### src/rtl/pong_video_timing.sv
// -----------------------------------------------------------------------------
// pong_video_timing
//
// Free-running raster timing generator for the pong video path.
//   * Produces the H_CNT/V_CNT pixel pointers used by the drawer, and a
//     FRAME_TICK pulse while the pointers sit at (0,0) so game logic can step
//     once per frame.
//   * Decodes DE/HSYNC/VSYNC from the pointers and delays them so that they
//     line up with the drawer's colour, which returns PIPE_DLY cycles after
//     its pointer.
//   * Registers the returned colour, forcing black outside the active area.
//     The colour register and the last sync/DE stage share one clock edge.
//
// Ports
//   CLK                        pixel clock
//   RST                        synchronous reset, active high
//   H_CNT[10:0], V_CNT[10:0]   current pixel pointer
//   FRAME_TICK                 1 while pointer == (0,0), but not the first
//                              cycle after reset release
//   RED_IN/GREEN_IN/BLUE_IN    colour of the pixel pointed at PIPE_DLY
//                              cycles earlier
//   VGA_RED/GREEN/BLUE         registered colour to the PHY
//   HSYNC, VSYNC, DE           sync/data enable, aligned with VGA_*
//
// Total latency from pointer (h,v) to its VGA_*/HSYNC/VSYNC/DE is PIPE_DLY+1.
// H_TOTAL and V_TOTAL must not exceed 2048; PIPE_DLY must lie in 0..7.
// -----------------------------------------------------------------------------
module pong_video_timing #(
  parameter int   H_ACTIVE = 1280,
  parameter int   H_FP     = 110,
  parameter int   H_SYNC   = 40,
  parameter int   H_BP     = 220,
  parameter int   V_ACTIVE = 720,
  parameter int   V_FP     = 5,
  parameter int   V_SYNC   = 5,
  parameter int   V_BP     = 20,
  parameter logic HS_POL   = 1'b1,
  parameter logic VS_POL   = 1'b1,
  parameter int   PIPE_DLY = 1
) (
  input  logic        CLK,
  input  logic        RST,
  output logic [10:0] H_CNT,
  output logic [10:0] V_CNT,
  output logic        FRAME_TICK,
  input  logic [7:0]  RED_IN,
  input  logic [7:0]  GREEN_IN,
  input  logic [7:0]  BLUE_IN,
  output logic [7:0]  VGA_RED,
  output logic [7:0]  VGA_GREEN,
  output logic [7:0]  VGA_BLUE,
  output logic        HSYNC,
  output logic        VSYNC,
  output logic        DE
);

  localparam int H_TOTAL = H_ACTIVE + H_FP + H_SYNC + H_BP;
  localparam int V_TOTAL = V_ACTIVE + V_FP + V_SYNC + V_BP;

  localparam logic [10:0] H_LAST = 11'(H_TOTAL - 1);
  localparam logic [10:0] V_LAST = 11'(V_TOTAL - 1);

  // Decode bounds are 12 bits wide so a sync pulse ending exactly at 2048
  // still compares correctly against the zero-extended counters.
  localparam logic [11:0] H_ACT_END  = 12'(H_ACTIVE);
  localparam logic [11:0] H_SYN_BEG  = 12'(H_ACTIVE + H_FP);
  localparam logic [11:0] H_SYN_END  = 12'(H_ACTIVE + H_FP + H_SYNC);
  localparam logic [11:0] V_ACT_END  = 12'(V_ACTIVE);
  localparam logic [11:0] V_SYN_BEG  = 12'(V_ACTIVE + V_FP);
  localparam logic [11:0] V_SYN_END  = 12'(V_ACTIVE + V_FP + V_SYNC);

  // ---------------------------------------------------------------------------
  // Pixel pointers and frame tick
  // ---------------------------------------------------------------------------
  logic [10:0] h_cnt_q, h_cnt_d;
  logic [10:0] v_cnt_q, v_cnt_d;
  logic        frame_tick_q, frame_tick_d;

  always_comb begin
    h_cnt_d = h_cnt_q + 11'd1;
    v_cnt_d = v_cnt_q;
    if (h_cnt_q == H_LAST) begin
      h_cnt_d = '0;
      if (v_cnt_q == V_LAST) begin
        v_cnt_d = '0;
      end else begin
        v_cnt_d = v_cnt_q + 11'd1;
      end
    end
    // The tick is registered alongside the counters so it is high exactly
    // while they read (0,0); the reset branch keeps it low on the (0,0)
    // that directly follows release.
    frame_tick_d = (h_cnt_d == '0) && (v_cnt_d == '0);
  end

  always_ff @(posedge CLK) begin
    if (RST) begin
      h_cnt_q      <= '0;
      v_cnt_q      <= '0;
      frame_tick_q <= 1'b0;
    end else begin
      h_cnt_q      <= h_cnt_d;
      v_cnt_q      <= v_cnt_d;
      frame_tick_q <= frame_tick_d;
    end
  end

  assign H_CNT      = h_cnt_q;
  assign V_CNT      = v_cnt_q;
  assign FRAME_TICK = frame_tick_q;

  // ---------------------------------------------------------------------------
  // Raw timing decode from the current pointer
  // ---------------------------------------------------------------------------
  logic de_raw, hs_raw, vs_raw;

  assign de_raw = ({1'b0, h_cnt_q} < H_ACT_END) && ({1'b0, v_cnt_q} < V_ACT_END);
  assign hs_raw = ({1'b0, h_cnt_q} >= H_SYN_BEG) && ({1'b0, h_cnt_q} < H_SYN_END);
  assign vs_raw = ({1'b0, v_cnt_q} >= V_SYN_BEG) && ({1'b0, v_cnt_q} < V_SYN_END);

  // ---------------------------------------------------------------------------
  // Alignment shift register, depth PIPE_DLY+1.
  // The tap vectors put the raw decode at index 0 and stage k at index k+1,
  // so tap[PIPE_DLY] is "delayed by PIPE_DLY" (the raw value when PIPE_DLY=0)
  // and tap[PIPE_DLY+1] is the final stage driving the outputs. Sync flags are
  // held as "active" bits; polarity is applied only at the output, so clearing
  // the stages gives inactive sync levels.
  // ---------------------------------------------------------------------------
  logic [PIPE_DLY:0]   de_pipe_q, hs_pipe_q, vs_pipe_q;
  logic [PIPE_DLY:0]   de_pipe_d, hs_pipe_d, vs_pipe_d;
  logic [PIPE_DLY+1:0] de_tap, hs_tap, vs_tap;

  assign de_tap = {de_pipe_q, de_raw};
  assign hs_tap = {hs_pipe_q, hs_raw};
  assign vs_tap = {vs_pipe_q, vs_raw};

  assign de_pipe_d = de_tap[PIPE_DLY:0];
  assign hs_pipe_d = hs_tap[PIPE_DLY:0];
  assign vs_pipe_d = vs_tap[PIPE_DLY:0];

  always_ff @(posedge CLK) begin
    if (RST) begin
      de_pipe_q <= '0;
      hs_pipe_q <= '0;
      vs_pipe_q <= '0;
    end else begin
      de_pipe_q <= de_pipe_d;
      hs_pipe_q <= hs_pipe_d;
      vs_pipe_q <= vs_pipe_d;
    end
  end

  // ---------------------------------------------------------------------------
  // Colour register: the incoming colour belongs to the pixel whose DE is at
  // tap[PIPE_DLY]; registering it lands it next to tap[PIPE_DLY+1].
  // ---------------------------------------------------------------------------
  logic [7:0] vga_red_q, vga_green_q, vga_blue_q;
  logic       colour_en;

  assign colour_en = de_tap[PIPE_DLY];

  always_ff @(posedge CLK) begin
    if (RST) begin
      vga_red_q   <= 8'h00;
      vga_green_q <= 8'h00;
      vga_blue_q  <= 8'h00;
    end else begin
      vga_red_q   <= colour_en ? RED_IN   : 8'h00;
      vga_green_q <= colour_en ? GREEN_IN : 8'h00;
      vga_blue_q  <= colour_en ? BLUE_IN  : 8'h00;
    end
  end

  assign VGA_RED   = vga_red_q;
  assign VGA_GREEN = vga_green_q;
  assign VGA_BLUE  = vga_blue_q;

  assign DE    = de_tap[PIPE_DLY+1];
  assign HSYNC = hs_tap[PIPE_DLY+1] ? HS_POL : ~HS_POL;
  assign VSYNC = vs_tap[PIPE_DLY+1] ? VS_POL : ~VS_POL;

endmodule

### config.mk
export PLATFORM = sky130hd
export DESIGN_NAME = pong_video_timing
export DESIGN_NICKNAME = d
export VERILOG_FILES = /design/src/rtl/pong_video_timing.sv
export SDC_FILE = /design/constraint.sdc
export NUM_CORES = 1
export LEC_CHECK = 0
export CORE_MARGIN = 4
export CORE_UTILIZATION = 46
export DETAILED_ROUTE_END_ITERATION = 10
export PLACE_DENSITY = 0.8
export SLEW_MARGIN = 20
export SYNTH_ARGS = -nofsm -noshare
export SYNTH_HDL_FRONTEND = slang
export SYNTH_SLANG_ARGS = --single-unit
### constraint.sdc
create_clock -name CLK -period 2.21 [get_ports CLK]
set_input_delay 0.5525 -clock CLK [delete_from_list [all_inputs] [get_ports CLK]]
set_output_delay 0.5525 -clock CLK [all_outputs]
set_load 0.02 [all_outputs]
==> impl_metrics.xml, run 1 <==
<?xml version="1.0" encoding="UTF-8"?>
<metrics>
  <group name="cts">
    <metric name="cts_tree" unit="">done</metric>
    <metric name="cts_num_sinks" unit="">53</metric>
    <metric name="path_clk_slew" unit="ns">0.10</metric>
    <metric name="cts-root-buf" unit="">clkbuf_8</metric>
    <metric name="clk-insertion-delay-late" unit="ns">0.31</metric>
    <metric name="clock_path_buffers" unit="">2</metric>
    <metric name="cts_inserted_buffers" unit="">5</metric>
    <metric name="cts-hold-fix-buffers" unit="">0</metric>
    <metric name="clock_tree.htree_level_count" unit="">2</metric>
  </group>
  <group name="drt">
    <metric name="drt_pre_antenna_iters" unit="">4</metric>
    <metric name="ant_nets" unit="">0</metric>
    <metric name="drc_errors" unit="">0</metric>
    <metric name="detailroute.via_count" unit="">2199</metric>
    <metric name="first_iter_violations" unit="">83</metric>
    <metric name="wirelength" unit="mm">6.20</metric>
    <metric name="drt-vias-per-instance" unit="">5.32</metric>
    <metric name="route.detailed.wl_per_inst" unit="um">15.0</metric>
  </group>
  <group name="critical_path">
    <metric name="worstSetupEndpoint" unit="">V_CNT[4]</metric>
    <metric name="crit_path_max_fanout" unit="">7</metric>
    <metric name="worst_setup_path_start_kind" unit="">flop</metric>
    <metric name="timing.reg2reg.worst_path_depth" unit="">8</metric>
    <metric name="rr_endpoint" unit="">FRAME_TICK</metric>
    <metric name="ff_to_ff_setup_slack" unit="ns">0.16</metric>
    <metric name="cp_data_required_time" unit="ns">1.66</metric>
    <metric name="critPathCaptureType" unit="">output port</metric>
    <metric name="timing.critical_path.slowest_cell_delay" unit="ns">0.60</metric>
    <metric name="worst-endpoint-arrival" unit="ns">1.54</metric>
    <metric name="launch_point_of_the_critical_path" unit="">V_CNT[4]</metric>
    <metric name="critical_path_buf_inv_count" unit="">2</metric>
    <metric name="timing.critical_path.depth" unit="">2</metric>
    <metric name="critical-path-top-delay-family" unit="">buffers and inverters</metric>
    <metric name="critical_path_class" unit="">flop to output port</metric>
    <metric name="cell_chain_of_the_critical_path" unit="">buf_4 &gt; clkdlybuf4s50_1</metric>
    <metric name="worst_path_max_delay_cell" unit="">clkdlybuf4s50_1</metric>
    <metric name="rr_startpoint" unit="">H_CNT[1]</metric>
  </group>
  <group name="synth">
    <metric name="mappedNetlistNets" unit="">288</metric>
    <metric name="synth_simple_gate_area_share" unit="%">29.1</metric>
    <metric name="synth.area.mux_share" unit="%">0.428</metric>
    <metric name="synthXorXnorAreaFrac" unit="%">3.75</metric>
    <metric name="yosysUniqueCellTypes" unit="">55</metric>
    <metric name="synth_compound_gate_area_share" unit="%">13.2</metric>
    <metric name="synth_seq_cells" unit="">53</metric>
    <metric name="seq_total_area_yosys" unit="%">45.4</metric>
    <metric name="netlist_instances" unit="">258</metric>
    <metric name="postSynth.asyncResetShare" unit="%">0</metric>
    <metric name="postSynthAreaPerCell" unit="um2">9.06</metric>
    <metric name="synth_fa_ha_area_share" unit="%">2.14</metric>
    <metric name="synthesis.area" unit="um2">2340</metric>
    <metric name="synthFlopType" unit="">dfxtp_1</metric>
    <metric name="dominant_combinational_cell_family_by_area_after_synthesis" unit="">simple AND/OR/NAND/NOR gates</metric>
    <metric name="synth_edf_count" unit="">0</metric>
    <metric name="synth.yosys.warnings" unit="">0</metric>
  </group>
  <group name="sta">
    <metric name="relative_max_transition_margin" unit="%">54.8</metric>
    <metric name="achievable-frequency" unit="GHz">0.479</metric>
    <metric name="finClkSkew" unit="ns">0.00675</metric>
    <metric name="hold_viol" unit="">0</metric>
    <metric name="final.min_clock_period" unit="ns">2.09</metric>
    <metric name="setup-tns-final" unit="ns">0</metric>
    <metric name="worst_margin_slew" unit="ns">0.675</metric>
    <metric name="final_max_slew_viol_count" unit="">0</metric>
    <metric name="final-setup-viol-count" unit="">0</metric>
    <metric name="rsz_0062_raised_after_global_routing" unit="">false</metric>
    <metric name="timing.final.crit_share" unit="%">94.5</metric>
  </group>
  <group name="place">
    <metric name="place_inst" unit="">399</metric>
    <metric name="post-dp-hpwl" unit="mm">4.41</metric>
    <metric name="placement.cell_area" unit="um2">3200</metric>
    <metric name="place_congestion" unit="">0.917</metric>
    <metric name="port_buffers" unit="">75</metric>
  </group>
  <group name="min_path">
    <metric name="min_path_type" unit="">flop to flop</metric>
    <metric name="hold_path_depth" unit="">1</metric>
  </group>
  <group name="finish">
    <metric name="fin_nets" unit="">375</metric>
    <metric name="stdcell_count" unit="">413</metric>
    <metric name="fin_area" unit="um2">3390</metric>
    <metric name="post-route-util" unit="%">70.3</metric>
    <metric name="fill_cells" unit="">390</metric>
    <metric name="n_antenna_cell" unit="">0</metric>
    <metric name="syn2layout_area_growth" unit="%">44.9</metric>
    <metric name="layout.cells.most_common_list" unit="">clkdlybuf4s50_1, dfxtp_1, nor2_1, and2_1, buf_4</metric>
    <metric name="layout.cells.most_common" unit="">clkdlybuf4s50_1</metric>
    <metric name="layout-drive-gt1-share" unit="%">13.9</metric>
  </group>
  <group name="floorplan">
    <metric name="initial_utilization" unit="%">48.5</metric>
    <metric name="die_x" unit="um">79.3</metric>
    <metric name="num_rows" unit="">25</metric>
    <metric name="fp.coreArea" unit="um2">4820</metric>
    <metric name="die_area" unit="um2">6290</metric>
    <metric name="dieHeight" unit="um">79.3</metric>
    <metric name="boundaryPins" unit="">76</metric>
  </group>
  <group name="flow_run">
    <metric name="cap_violations" unit="">0</metric>
  </group>
  <group name="power">
    <metric name="comb_power_share" unit="%">9.5</metric>
    <metric name="intPower" unit="mW">1.42</metric>
    <metric name="design_power_total" unit="mW">1.82</metric>
    <metric name="power.leakage" unit="nW">1.29</metric>
    <metric name="vdd.ir_drop.worst" unit="mV">0.318</metric>
    <metric name="net_switching_power" unit="uW">402</metric>
    <metric name="clkPwrFrac" unit="%">35.9</metric>
    <metric name="power.share.sequential" unit="%">54.6</metric>
    <metric name="power-per-cell-area" unit="nW/um2">538</metric>
    <metric name="p_sw_share" unit="%">22.0</metric>
  </group>
  <group name="global_route">
    <metric name="grt_antenna_before_repair" unit="">0</metric>
    <metric name="grt_first_pass_wirelength" unit="mm">9.48</metric>
    <metric name="first_global_vias" unit="">1955</metric>
    <metric name="grtUsageMet2" unit="%">29.5</metric>
    <metric name="grt-ovfl-total" unit="">0</metric>
    <metric name="grt_max_degree" unit="">26</metric>
    <metric name="groute.usage.overall" unit="%">19.2</metric>
    <metric name="grt.busiest_layer" unit="">met2</metric>
    <metric name="grt_use_met3" unit="%">5.44</metric>
    <metric name="gr_util_met1" unit="%">26.1</metric>
  </group>
  <group name="run_status">
    <metric name="run_status" unit="">complete, no violations</metric>
  </group>
</metrics>
==> logic make-up after synthesis <==
group	after synthesis
simple gates	114
xor+xnor	10
buf+inv	28
flops	53
mux	1
fa+ha+maj	4
compound gates	48
==> state kept, by name (all words and copies together) (netlist names) <==
name	cells
VGA_BLUE	8
V_CNT	11
FRAME_TICK	1
VGA_GREEN	8
de_pipe_q	2
H_CNT	11
hs_pipe_q	2
vs_pipe_q	2
VGA_RED	8
==> Yosys cell counts, types with 4 or more instances <==
cell type / instances / area [um2]
a211oi_1: 4 / 30.0
a21oi_1: 13 / 65.1
a31oi_1: 6 / 37.5
and2_1: 25 / 156
buf_2: 7 / 35.0
clkbuf_1: 6 / 22.5
dfxtp_1: 53 / 1060
ha_1: 4 / 50.1
inv_1: 10 / 37.5
nand2_1: 9 / 33.8
nand3_1: 9 / 45.0
nand4_1: 4 / 25.0
nor2_1: 26 / 97.6
nor3_1: 7 / 35.0
o21ai_0: 8 / 40.0
or3_1: 4 / 25.0
xnor2_1: 7 / 61.3
==> stage by stage <==
stage          hold slack (ns)  worst slack (ns)
5_1_grt                  0.459            0.0186
3_3_place_gp             0.422            0.0454
3_5_place_dp             0.430           -0.0104
4_1_cts                  0.451            0.0467
6_report                 0.453             0.122
2_1_floorplan            0.414             0.158
==> worst min-delay path by stage <==
stage            startpoint            to
6_report       hs_pipe_q[0]  hs_pipe_q[1]
3_3_place_gp   hs_pipe_q[0]  hs_pipe_q[1]
5_1_grt        vs_pipe_q[0]  vs_pipe_q[1]
2_1_floorplan  hs_pipe_q[0]  hs_pipe_q[1]
3_5_place_dp   vs_pipe_q[0]  vs_pipe_q[1]
4_1_cts        vs_pipe_q[0]  vs_pipe_q[1]
==> routing by layer <==
metal	vias up	part of all wire (%)
met2	120	43
met1	993	47
li1	1076	-
met5	-	0
met3	10	8.7
met4	0	1.3
==> worst register-to-register path, delay by kind of cell (launching register included) <==
kind	cells	cell delay [ns]
fa+ha+maj	1	0.14
simple gates	5	1.15
xor+xnor	1	0.26
buf+inv	1	0.06
flops	1	0.37
==> power by group through the flow <==
stage | logic [mW] | registers (mW) | clock network, mW
6_report | 0.174 | 0.995 | 0.655
2_1_floorplan | 0.0440 | 1.04 | 0
5_1_grt | 0.185 | 0.999 | 0.727
3_5_place_dp | 0.173 | 1.02 | 0
3_3_place_gp | 0.170 | 1.02 | 0
4_1_cts | 0.174 | 0.994 | 0.676
==> cell type report <==
type                            count  area (um2)  area share (%)
Multi-Input combinational cell    177        1160            34.3
Sequential cell                    53        1070            31.5
Timing Repair Buffer               98         923            27.3
Tap cell                           67        83.8            2.47
Clock buffer                        6        72.6            2.14
Clock inverter                      2        38.8            1.14
Inverter                           10        37.5            1.11
==> what timing repair did <==
| action | CTS | global route |
|---|---|---|
| pin swaps | 0 | 1 |
| gates resized for setup | 1 | 10 |
| buffers inserted | 0 | 6 |
| endpoints found under the setup margin | 1 | 1 |
Power figures use the tool's default switching activity.
==> run 2: changes to the inputs <==
--- a/config.mk
+++ b/config.mk
@@ -5,7 +5,7 @@
 export SDC_FILE = /design/constraint.sdc
 export NUM_CORES = 1
 export LEC_CHECK = 0
-export CORE_MARGIN = 4
+export CORE_MARGIN = 2
 export CORE_UTILIZATION = 46
 export DETAILED_ROUTE_END_ITERATION = 10
 export PLACE_DENSITY = 0.8
==> run 2 against run 1 <==
  * Worst setup slack lost 0.020 ns
  * Sequential share of layout area grew 0.40 points
  * Sequential cell count is the same
  * Power shrank 5.7%
  * Clock skew grew 0.0035 ns
  * Largest power group unchanged
  * Die area shrank 9.8%
  * Utilization shrank 0.88 points
  * Maximum frequency shrank 0.97%
==> impl_metrics.xml, run 2 (synthesized netlist as in run 1, its figures left out) <==
<?xml version="1.0" encoding="UTF-8"?>
<metrics>
  <group name="drt">
    <metric name="drt_pre_antenna_iters" unit="">4</metric>
    <metric name="drc_errors" unit="">0</metric>
    <metric name="first_iter_violations" unit="">129</metric>
    <metric name="detailroute.via_count" unit="">2204</metric>
    <metric name="wirelength" unit="mm">5.78</metric>
    <metric name="route.detailed.wl_per_inst" unit="um">14.1</metric>
    <metric name="ant_nets" unit="">0</metric>
    <metric name="drt-vias-per-instance" unit="">5.36</metric>
  </group>
  <group name="critical_path">
    <metric name="worst-endpoint-arrival" unit="ns">1.56</metric>
    <metric name="critical_path_buf_inv_count" unit="">1</metric>
    <metric name="critPathCaptureType" unit="">output port</metric>
    <metric name="critical-path-top-delay-family" unit="">buffers and inverters</metric>
    <metric name="timing.critical_path.slowest_cell_delay" unit="ns">0.68</metric>
    <metric name="critical_path_class" unit="">flop to output port</metric>
    <metric name="worst_path_max_delay_cell" unit="">clkdlybuf4s50_1</metric>
    <metric name="cp_data_required_time" unit="ns">1.66</metric>
    <metric name="cell_chain_of_the_critical_path" unit="">clkdlybuf4s50_1</metric>
    <metric name="crit_path_max_fanout" unit="">10</metric>
    <metric name="worst_setup_path_start_kind" unit="">flop</metric>
  </group>
  <group name="finish">
    <metric name="stdcell_count" unit="">411</metric>
    <metric name="fin_area" unit="um2">3350</metric>
    <metric name="layout-drive-gt1-share" unit="%">14.2</metric>
    <metric name="n_antenna_cell" unit="">0</metric>
    <metric name="fin_nets" unit="">373</metric>
    <metric name="syn2layout_area_growth" unit="%">43.1</metric>
    <metric name="fill_cells" unit="">388</metric>
    <metric name="layout.cells.most_common_list" unit="">clkdlybuf4s50_1, dfxtp_1, nor2_1, and2_1, buf_4</metric>
    <metric name="layout.cells.most_common" unit="">clkdlybuf4s50_1</metric>
  </group>
  <group name="cts">
    <metric name="cts-hold-fix-buffers" unit="">0</metric>
    <metric name="cts_inserted_buffers" unit="">5</metric>
    <metric name="path_clk_slew" unit="ns">0.10</metric>
    <metric name="clk-insertion-delay-late" unit="ns">0.31</metric>
    <metric name="clock_path_buffers" unit="">2</metric>
    <metric name="clock_tree.htree_level_count" unit="">2</metric>
    <metric name="cts_num_sinks" unit="">53</metric>
    <metric name="cts_tree" unit="">done</metric>
    <metric name="cts-root-buf" unit="">clkbuf_8</metric>
  </group>
  <group name="sta">
    <metric name="final.min_clock_period" unit="ns">2.11</metric>
    <metric name="final-setup-viol-count" unit="">0</metric>
    <metric name="achievable-frequency" unit="GHz">0.474</metric>
    <metric name="final_max_slew_viol_count" unit="">0</metric>
    <metric name="timing.final.crit_share" unit="%">95.4</metric>
    <metric name="relative_max_transition_margin" unit="%">56.5</metric>
    <metric name="worst_margin_slew" unit="ns">0.650</metric>
    <metric name="finClkSkew" unit="ns">0.0103</metric>
    <metric name="hold_viol" unit="">0</metric>
  </group>
  <group name="global_route">
    <metric name="grt_max_degree" unit="">26</metric>
    <metric name="grt-ovfl-total" unit="">0</metric>
    <metric name="grt_antenna_before_repair" unit="">0</metric>
    <metric name="grt_first_pass_wirelength" unit="mm">9.07</metric>
    <metric name="groute.usage.overall" unit="%">20.8</metric>
    <metric name="first_global_vias" unit="">1881</metric>
  </group>
  <group name="place">
    <metric name="placement.cell_area" unit="um2">3180</metric>
    <metric name="port_buffers" unit="">75</metric>
    <metric name="place_inst" unit="">397</metric>
    <metric name="place_congestion" unit="">0.893</metric>
    <metric name="post-dp-hpwl" unit="mm">4.15</metric>
  </group>
  <group name="flow_run">
    <metric name="cap_violations" unit="">0</metric>
  </group>
  <group name="floorplan">
    <metric name="boundaryPins" unit="">76</metric>
    <metric name="die_area" unit="um2">5670</metric>
    <metric name="initial_utilization" unit="%">48.5</metric>
    <metric name="fp.coreArea" unit="um2">4820</metric>
    <metric name="num_rows" unit="">25</metric>
    <metric name="die_x" unit="um">75.3</metric>
    <metric name="dieHeight" unit="um">75.3</metric>
  </group>
  <group name="power">
    <metric name="power-per-cell-area" unit="nW/um2">514</metric>
    <metric name="power.leakage" unit="nW">1.26</metric>
    <metric name="vdd.ir_drop.worst" unit="mV">0.382</metric>
  </group>
  <group name="run_status">
    <metric name="run_status" unit="">complete, no violations</metric>
  </group>
  <group name="min_path">
    <metric name="min_path_type" unit="">flop to flop</metric>
  </group>
</metrics>
-- run 2: metal layers --
layer,vias to the layer above,routed length (um),track usage (%)
met5,-,0,0
met4,0,63,6.04
met3,8,640,5.82
met2,116,2450,32.0
met1,1003,2620,28.9
li1,1077,-,-
-- run 2: area by class of cell --
class                      instances  area, um2  share of cell area, %
sequential                        53       1070                   31.9
multi-input combinational        177       1160                   34.6
clock buffer                       5       68.8                   2.06
timing repair buffer              96        908                   27.2
clock inverter                     3       21.3                  0.636
tap                               67       83.8                   2.51
inverter                          10       37.5                   1.12
-- run 2: repair_timing --
action	in CTS	in global routing
setup endpoints to repair	1	1
gates resized for setup	1	10
pin swaps	0	2
setup buffers	0	6
-- run 2: power by group --
group / leakage [nW] / internal [mW] / switching (mW)
Sequential: 0.435 / 0.981 / 0.0142
Clock: 0.0445 / 0.225 / 0.327
Combinational: 0.783 / 0.100 / 0.0720
Total: 1.26 / 1.31 / 0.413
-- run 2: final timing paths --
check                             startpoint      endpoint  slack, ns  depth (start not counted)
worst min register to register  vs_pipe_q[0]  vs_pipe_q[1]       0.45                          1
worst max-delay path                H_CNT[2]      H_CNT[2]       0.10                          1
worst max register to register      H_CNT[2]    FRAME_TICK       0.11                          7
worst min-delay path            vs_pipe_q[0]  vs_pipe_q[1]       0.45                          1
-- run 2: through the flow --
step	hold slack, ns	total power [mW]	setup TNS [ns]	worst slack, ns	utilization, %
floorplan	0.414	1.09	0	0.158	-
global placement	0.424	1.19	0	0.0649	66.1
detailed placement	0.429	1.19	0	0.0354	66.1
CTS	0.451	1.74	0	0.0758	68.0
global route	0.465	1.79	-0.0146	-0.0146	69.5
finish	0.445	1.72	0	0.102	69.5
==> run 3: changes to the inputs <==
--- a/config.mk
+++ b/config.mk
@@ -9,6 +9,7 @@
 export CORE_UTILIZATION = 46
 export DETAILED_ROUTE_END_ITERATION = 10
 export PLACE_DENSITY = 0.8
+export SETUP_SLACK_MARGIN = 0.3
 export SLEW_MARGIN = 20
 export SYNTH_ARGS = -nofsm -noshare
 export SYNTH_HDL_FRONTEND = slang
==> run 3 against run 2 <==
  * Power is 6.0% higher
  * Utilization is 2.4 points higher
  * Clock-buffer cell count is 1 higher
  * Sequential cell count stayed put
  * First-iteration DRC count is 3.1% higher
  * Largest power group unchanged
==> impl_metrics.xml, run 3 (synthesized netlist as in run 1, its figures left out) <==
<?xml version="1.0" encoding="UTF-8"?>
<metrics>
  <group name="power">
    <metric name="vdd.ir_drop.worst" unit="mV">0.322</metric>
    <metric name="net_switching_power" unit="uW">401</metric>
    <metric name="power.leakage" unit="nW">1.40</metric>
    <metric name="power.share.sequential" unit="%">54.4</metric>
    <metric name="p_sw_share" unit="%">22.0</metric>
    <metric name="clkPwrFrac" unit="%">35.6</metric>
    <metric name="power-per-cell-area" unit="nW/um2">527</metric>
    <metric name="comb_power_share" unit="%">9.9</metric>
    <metric name="intPower" unit="mW">1.42</metric>
  </group>
  <group name="floorplan">
    <metric name="boundaryPins" unit="">76</metric>
    <metric name="initial_utilization" unit="%">48.5</metric>
    <metric name="num_rows" unit="">25</metric>
    <metric name="die_x" unit="um">75.3</metric>
    <metric name="fp.coreArea" unit="um2">4820</metric>
    <metric name="die_area" unit="um2">5670</metric>
    <metric name="dieHeight" unit="um">75.3</metric>
  </group>
  <group name="critical_path">
    <metric name="worst-endpoint-arrival" unit="ns">2.21</metric>
    <metric name="worst_setup_path_start_kind" unit="">flop</metric>
    <metric name="critPathCaptureType" unit="">flop</metric>
    <metric name="critical_path_buf_inv_count" unit="">2</metric>
    <metric name="cell_chain_of_the_critical_path" unit="">inv_2 &gt; ha_4 &gt; and4b_2 &gt; and3b_2 &gt; buf_6 &gt; o21ai_1 &gt; a21oi_2 &gt; o2111ai_2 &gt; nor4_2</metric>
    <metric name="cp_data_required_time" unit="ns">2.43</metric>
    <metric name="timing.critical_path.slowest_cell_delay" unit="ns">0.38</metric>
    <metric name="crit_path_max_fanout" unit="">7</metric>
    <metric name="worst_path_max_delay_cell" unit="">dfxtp_4</metric>
    <metric name="critical_path_class" unit="">flop to flop</metric>
    <metric name="critical-path-top-delay-family" unit="">simple AND/OR/NAND/NOR gates</metric>
  </group>
  <group name="drt">
    <metric name="drt-vias-per-instance" unit="">5.21</metric>
    <metric name="route.detailed.wl_per_inst" unit="um">14.4</metric>
    <metric name="first_iter_violations" unit="">133</metric>
    <metric name="drt_pre_antenna_iters" unit="">4</metric>
    <metric name="drc_errors" unit="">0</metric>
    <metric name="wirelength" unit="mm">5.91</metric>
    <metric name="detailroute.via_count" unit="">2130</metric>
    <metric name="ant_nets" unit="">0</metric>
  </group>
  <group name="finish">
    <metric name="fill_cells" unit="">384</metric>
    <metric name="layout.cells.most_common_list" unit="">clkdlybuf4s50_1, dfxtp_1, nor2_1, and2_1, dlygate4sd2_1</metric>
    <metric name="layout.cells.most_common" unit="">clkdlybuf4s50_1</metric>
    <metric name="footprint_of_the_multi_input_gates" unit="um2">1250</metric>
    <metric name="n_antenna_cell" unit="">0</metric>
    <metric name="fin_nets" unit="">371</metric>
    <metric name="stdcell_count" unit="">409</metric>
    <metric name="syn2layout_area_growth" unit="%">48.0</metric>
    <metric name="post-route-util" unit="%">71.9</metric>
    <metric name="seq_area" unit="um2">1090</metric>
    <metric name="layout-drive-gt1-share" unit="%">19.6</metric>
  </group>
  <group name="global_route">
    <metric name="groute.usage.overall" unit="%">20.3</metric>
    <metric name="grt_antenna_before_repair" unit="">0</metric>
    <metric name="grt_first_pass_wirelength" unit="mm">8.90</metric>
    <metric name="grt_max_degree" unit="">26</metric>
    <metric name="first_global_vias" unit="">1897</metric>
    <metric name="grt-ovfl-total" unit="">0</metric>
  </group>
  <group name="sta">
    <metric name="setup-tns-final" unit="ns">0</metric>
    <metric name="final.min_clock_period" unit="ns">1.99</metric>
    <metric name="achievable-frequency" unit="GHz">0.502</metric>
    <metric name="worst_margin_slew" unit="ns">0.608</metric>
    <metric name="final-setup-viol-count" unit="">0</metric>
    <metric name="final_max_slew_viol_count" unit="">0</metric>
    <metric name="postLayoutSetupSlackWorst" unit="ns">0.218</metric>
    <metric name="hold_viol" unit="">0</metric>
    <metric name="relative_max_transition_margin" unit="%">59.3</metric>
    <metric name="finClkSkew" unit="ns">0.00890</metric>
    <metric name="rsz_0062_raised_after_global_routing" unit="">true</metric>
    <metric name="timing.final.crit_share" unit="%">90.1</metric>
  </group>
  <group name="cts">
    <metric name="cts-root-buf" unit="">clkbuf_8</metric>
    <metric name="clock_tree.htree_level_count" unit="">2</metric>
    <metric name="clk-insertion-delay-late" unit="ns">0.31</metric>
    <metric name="cts_tree" unit="">done</metric>
    <metric name="cts_inserted_buffers" unit="">5</metric>
    <metric name="clock_path_buffers" unit="">2</metric>
    <metric name="cts_num_sinks" unit="">53</metric>
    <metric name="path_clk_slew" unit="ns">0.09</metric>
    <metric name="cts-hold-fix-buffers" unit="">0</metric>
  </group>
  <group name="run_status">
    <metric name="run_status" unit="">complete, no violations</metric>
  </group>
  <group name="place">
    <metric name="place_worst_setup_slack" unit="ns">0.0598</metric>
    <metric name="place_inst" unit="">390</metric>
    <metric name="port_buffers" unit="">75</metric>
    <metric name="place_congestion" unit="">0.892</metric>
    <metric name="post-dp-hpwl" unit="mm">4.11</metric>
  </group>
  <group name="min_path">
    <metric name="min_path_type" unit="">flop to flop</metric>
  </group>
  <group name="flow_run">
    <metric name="cap_violations" unit="">0</metric>
  </group>
</metrics>
[run 3: changes by cell type in the layout (fill, tap and decap cells not counted), sizes merged]
cell and change:
dlygate4sd2 +19, inv -1, buf -2, dlymetal6s2s +2, clkinvlp -1, bufinv +1
clkdlybuf4s50 -21, clkbuf +1
[run 3: power groups by stage]
stage / Clock, mW / Sequential, mW / Combinational [mW]
final: 0.650 / 0.992 / 0.181
after global routing: 0.705 / 0.996 / 0.195
after CTS: 0.666 / 0.993 / 0.172
after detailed placement: 0 / 1.02 / 0.172
after global placement: 0 / 1.02 / 0.170
after floorplan: 0 / 1.04 / 0.0440
[run 3: per-layer routing]
layer,global-route usage [%],part of all wire [%],up-vias
li1,-,-,1070
met2,33.4,47,90
met1,26.4,43,959
met4,6.24,1.3,0
met5,0,0,-
met3,5.16,8.7,11
[run 3: path summary, 6_finish.rpt]
kind / cells after the start / from / slack, ns / to
min: 1 / vs_pipe_q[0] / 0.45 / vs_pipe_q[1]
min reg2reg: 1 / vs_pipe_q[0] / 0.45 / vs_pipe_q[1]
max: 9 / H_CNT[1] / 0.22 / FRAME_TICK
max reg2reg: 9 / H_CNT[1] / 0.22 / FRAME_TICK
[run 3: layout make-up]
class / count / share of cell area [%]
multi-input cells: 177 / 36.1
flip-flops and latches: 53 / 31.6
repair buffers: 94 / 25.6
well taps: 67 / 2.42
clock buffers: 6 / 2.10
clock inverters: 2 / 1.12
inverters: 10 / 1.08
[run 3: per-stage QoR]
step | hold WS [ns] | total power [mW] | area [um2]
4_1_cts | 0.452 | 1.83 | 3260
6_report | 0.447 | 1.82 | 3460
3_3_place_gp | 0.421 | 1.19 | 3140
5_1_grt | 0.467 | 1.90 | 3460
3_5_place_dp | 0.429 | 1.19 | 3140
2_1_floorplan | 0.414 | 1.09 | 2350
[run 3: what timing repair did]
item                       in CTS  in global routing
setup endpoints to repair      24                 10
gates resized for setup        29                 35
pin swaps                       1                 12
setup buffers                   0                 11
gates cloned                    0                  0
